$ cat config.mk
export PLATFORM = sky130hd
export DESIGN_NAME = imem_loadable
export DESIGN_NICKNAME = d
export VERILOG_FILES = /design/src/rtl/imem_loadable.sv
export SDC_FILE = /design/constraint.sdc
export NUM_CORES = 2
export LEC_CHECK = 0
export ABC_AREA = 1
export CORE_MARGIN = 2
export CORE_UTILIZATION = 35
export DETAILED_ROUTE_END_ITERATION = 8
export SLEW_MARGIN = 0
export SYNTH_ARGS = -nofsm -noshare
export SYNTH_HDL_FRONTEND = slang
export SYNTH_SLANG_ARGS = --single-unit
$ cat constraint.sdc
create_clock -name clk -period 2.7 [get_ports clk]
set_input_delay 0.27 -clock clk [delete_from_list [all_inputs] [get_ports clk]]
set_output_delay 0.27 -clock clk [all_outputs]
set_load 0.02 [all_outputs]
$ cat src/rtl/imem_loadable.sv
// Loadable, registered-read instruction memory for the pipelined MIPS core.
// A word-serial valid/ready port fills the array; fetches are served only once a program is loaded.
module imem_loadable #(
  parameter int unsigned DATA_WIDTH = 32,
  parameter int unsigned DEPTH = 64,
  parameter int unsigned PC_WIDTH = 32,
  parameter logic [DATA_WIDTH-1:0] NOP_WORD = '0,
  parameter int unsigned IDX_W = $clog2(DEPTH)
) (
  input  logic                  clk,
  input  logic                  reset,
  input  logic                  load_start,
  input  logic [IDX_W:0]        load_len,
  input  logic                  load_valid,
  input  logic [DATA_WIDTH-1:0] load_data,
  output logic                  load_ready,
  output logic                  load_done,
  output logic                  load_err,
  input  logic [PC_WIDTH-1:0]   fetch_pc,
  input  logic                  fetch_stall,
  output logic [DATA_WIDTH-1:0] instruction,
  output logic                  fetch_valid,
  output logic                  fetch_fault
);

  localparam int unsigned CW = IDX_W + 1;

  typedef enum logic [1:0] {EMPTY, LOAD, READY} state_t;

  state_t                state;
  logic [CW-1:0]         len;
  logic [CW-1:0]         count;
  logic [DATA_WIDTH-1:0] mem [DEPTH];

  logic                  xfer;
  logic                  last;
  logic                  fault;
  logic                  clipped;
  logic [IDX_W-1:0]      index;
  logic [PC_WIDTH-1:0]   word_addr;

  assign xfer      = load_valid && load_ready;
  assign last      = xfer && (count == len - CW'(1));
  assign clipped   = load_len > CW'(DEPTH);
  assign word_addr = fetch_pc >> 2;
  assign index     = fetch_pc[IDX_W+1:2];
  assign fault     = (fetch_pc[1:0] != 2'b00) || (word_addr >= PC_WIDTH'(DEPTH));

  // Array is deliberately not reset so a partial load survives a reset.
  always_ff @(posedge clk) begin
    if (xfer) mem[count[IDX_W-1:0]] <= load_data;
  end

  always_ff @(posedge clk or posedge reset) begin
    if (reset) begin
      state       <= EMPTY;
      len         <= '0;
      count       <= '0;
      load_ready  <= 1'b0;
      load_done   <= 1'b0;
      load_err    <= 1'b0;
      instruction <= NOP_WORD;
      fetch_valid <= 1'b0;
      fetch_fault <= 1'b0;
    end else begin
      load_done <= 1'b0;

      case (state)
        EMPTY, READY: begin
          if (load_start) begin
            count    <= '0;
            load_err <= clipped;
            len      <= clipped ? CW'(DEPTH) : load_len;
            if (load_len == '0) begin
              state      <= READY;
              load_done  <= 1'b1;
              load_ready <= 1'b0;
            end else begin
              state      <= LOAD;
              load_ready <= 1'b1;
            end
          end
        end
        LOAD: begin
          if (xfer) begin
            count <= count + CW'(1);
            if (last) begin
              state      <= READY;
              load_ready <= 1'b0;
              load_done  <= 1'b1;
            end
          end
        end
        default: begin
          state      <= EMPTY;
          load_ready <= 1'b0;
        end
      endcase

      // Fetch path sees the pre-edge state, so the final load edge still returns NOP.
      if (!fetch_stall) begin
        if (state == READY && !fault) begin
          instruction <= mem[index];
          fetch_valid <= 1'b1;
          fetch_fault <= 1'b0;
        end else if (state == READY) begin
          instruction <= NOP_WORD;
          fetch_valid <= 1'b0;
          fetch_fault <= 1'b1;
        end else begin
          instruction <= NOP_WORD;
          fetch_valid <= 1'b0;
          fetch_fault <= 1'b0;
        end
      end
    end
  end

endmodule

==> impl_metrics.env <==
export IMPL_via_per_inst=5.208
export IMPL_crit_type="flop to flop"
export IMPL_yosys_top_cells_area="edfxtp_1, nand2_1, nand3_1, buf_2, dfrtp_1"
export IMPL_crit_arrival_ps=3370
export IMPL_syn_cell_area_um2=84760
export IMPL_syn_inst=7234
export IMPL_grt_pass1_wl_um=370000
export IMPL_whs_ps=60.40
export IMPL_grtUsageMet2_pct=32.54
export IMPL_worst_slew_pin_slew_ps=1320
export IMPL_startpoint_type="flop"
export IMPL_required_ps=3490
export IMPL_slew_headroom_pct=12.03
export IMPL_hold_class="input pin to flop"
export IMPL_maxCapViolations=0
export IMPL_drt_total_wl_um=255100
export IMPL_dr_total_vias=56400
export IMPL_switching_power_mw=16.59
export IMPL_p_sw_share_pct=23.82
export IMPL_post_synth_cell_area_avg_um2=11.72
export IMPL_layout_min_cycle_time_ps=2579
export IMPL_hold_violations=0
export IMPL_synthFlopType="edfxtp_1"
export IMPL_rsz0062_at_grt="false"
export IMPL_slew_viol_final=0
export IMPL_antenna_found_initial=8
export IMPL_cts_buffers=204
export IMPL_ir_drop_v=0.0005400
export IMPL_tns_ps=0
export IMPL_area_delta_synth_final_pct=17.06
export IMPL_fin_crit_sh_pct=95.54
export IMPL_synth_edf_count=2048
export IMPL_p_comb_share_pct=8.1
export IMPL_yosysWarnings=0
export IMPL_fillers=22050
export IMPL_synth_most_common_cell="nand2_1"
export IMPL_pwr_share_clk_pct=39.6
export IMPL_io_buffers=112
export IMPL_end_kind="flop"
export IMPL_critPathMaxFanout=32
export IMPL_setup_viol=0
export IMPL_final_cell_area_um2=99210
export IMPL_status="completed"
export IMPL_grt_ovfl_total=0
export IMPL_synth_seq_cells=2100
export IMPL_die_h_um=496.1
export IMPL_cts_max_level=4
export IMPL_leakagePower_nw=35.62
export IMPL_gp_congestion=0.8751
export IMPL_cts_root_buf="clkbuf_16"
export IMPL_place_area_um2=92600
export IMPL_post_synth_num_cell_types=27
export IMPL_drc=0
export IMPL_grtUsageMet3_pct=2.952
export IMPL_wl_per_cell_um=23.56
export IMPL_power_share_sequential_pct=52.3
export IMPL_yosysTopAreaCellShare_pct=72.56
export IMPL_io_pins=113
export IMPL_grt_max_degree=121
export IMPL_cts_tree="yes"
export IMPL_drt_pass1_iter_count=6
export IMPL_synth_yosys_seq_area_share_pct=74.10
export IMPL_fin_util_pct=41.21
export IMPL_p_int_mw=53.05
export IMPL_insertion_delay_ps=870
export IMPL_synthArstFlopShare_pct=2.476
export IMPL_yosys_area_top_type="edfxtp_1"
export IMPL_busiest_layer="met2"
export IMPL_rrSetupSlack_ps=120
export IMPL_post_cts_setup_buffers=0
export IMPL_clock_path_buffers=3
export IMPL_powerDensity_nw_per_um2=701.9
export IMPL_synth_net_count=7312
export IMPL_clk_pin_slew_ps=60
export IMPL_core_area_um2=240800
export IMPL_drt_first_iter_violations=6986
export IMPL_use_met1_pct=27.42
export IMPL_instances_no_fill=10830
export IMPL_ant_nets=0
export IMPL_cts_sinks=2100
export IMPL_max_freq_ghz=0.3877
export IMPL_post_cts_resized=0
export IMPL_skew_ps=35.85
export IMPL_drive_gt1_share_pct=9.399
export IMPL_yosys_top_cells_count="nand2_1, edfxtp_1, nand3_1"
export IMPL_die_x_um=496.1
export IMPL_grt_pass1_vias=53770
export IMPL_die_area_um2=246100
export IMPL_start_util_pct=35.20
export IMPL_grt_total_usage_pct=20.47
export IMPL_dpl_hpwl_um=148100
export IMPL_placed_cells=10430
export IMPL_fin_nets=7549
export IMPL_num_rows=180
[worst paths after layout]
path                                 from              end  cells after the start
setup reg to reg                 state[0]  instruction[14]                      8
hold / removal               load_data[0]       mem[22][0]                      1
max in group asynchronous           reset   instruction[1]                      3
hold reg to reg            instruction[8]   instruction[8]                      2
min in group asynchronous           reset         count[2]                      3
setup / recovery                 state[0]  instruction[14]                      8
[critical path: stages, from the launching register on]
cell and delay [ps]:
dfrtp_1 400, inv_1 320, nand3b_1 260, nor2_4 150, buf_4 340, nand2_1 190
nor2_1 600, nand2_1 110, nand2_1 100
[final cells by class]
type                       instances  area (um2)  share of cell area, %
sequential                      2100       62800                  63.30
multi-input combinational       4596       19890                  20.04
timing repair buffer             468        5738                  5.784
clock buffer                     268        5385                  5.428
tap                             3185        3985                  4.017
clock inverter                   106       994.7                  1.003
inverter                         101       409.1                 0.4124
antenna                            5       12.51                0.01261
[power groups by stage]
stage	Clock [mW]	Sequential (mW)	Combinational [mW]
6_report	27.6	36.4	5.62
5_1_grt	29.2	36.4	6.09
4_1_cts	27.9	36.4	5.62
3_5_place_dp	0	37.1	5.57
3_3_place_gp	0	37.1	5.53
2_1_floorplan	0	37.1	2.78
[cells in the final DEF, fill, tap and decap left out, drive strengths merged, types with 2 or more instances in the layout]
cell type	Yosys	layout
buf	353	373
a21oi	107	107
dfrtp	52	52
o21ai	12	12
edfxtp	2048	2048
clkinv	2	86
inv	99	106
xor2	2	2
nor2	150	150
o31ai	5	5
nor3	5	5
dlygate4sd3	0	22
nand4	3	3
clkbuf	84	268
clkdlybuf4s50	0	73
clkinvlp	0	3
o22ai	2	2
nand2	2787	2787
diode	0	5
bufinv	0	12
nand3	1517	1517
ha	2	2
[per-layer routing]
layer | vias to the layer above | wire [um]
met4 | 2 | 14050
met3 | 430 | 18780
met2 | 2376 | 118300
met5 | - | 13
met1 | 27910 | 103900
li1 | 25680 | -
[what timing repair did]
item | in CTS | in global routing
endpoints found under the hold margin | 503 | 0
hold buffers | 22 | 0
endpoints found under the setup margin | 0 | 0
[sequential cells by signal, summed over array words and instances (netlist names)]
| name | flops |
|---|---|
| state | 2 |
| instruction | 32 |
| fetch_valid | 1 |
| len | 7 |
| fetch_fault | 1 |
| load_done | 1 |
| count | 7 |
| load_err | 1 |
| mem | 2048 |
[kinds of logic (layout without fill, tap and decap cells)]
| family | count (synthesis) | after routing | share of synthesized area, % |
|---|---|---|---|
| AND/OR/NAND/NOR | 4464 | 4464 | 22.04 |
| flip-flops | 2100 | 2100 | 74.10 |
| buffers and inverters | 538 | 943 | 3.035 |
| AO/OA/AOI/OAI | 127 | 127 | 0.7691 |
| XOR/XNOR | 3 | 3 | 0.03101 |
| adder cells (fa/ha/maj) | 2 | 2 | 0.02952 |
| other | 0 | 5 | 0 |
[per-stage QoR]
stage,setup WS [ps],power [mW]
floorplan,-138.7,39.85
global placement,-181.3,42.64
detailed placement,-160.8,42.69
CTS,62.99,69.99
global route,56.75,71.72
finish,120.6,69.64
No activity file was read; power rests on OpenSTA's default activity.
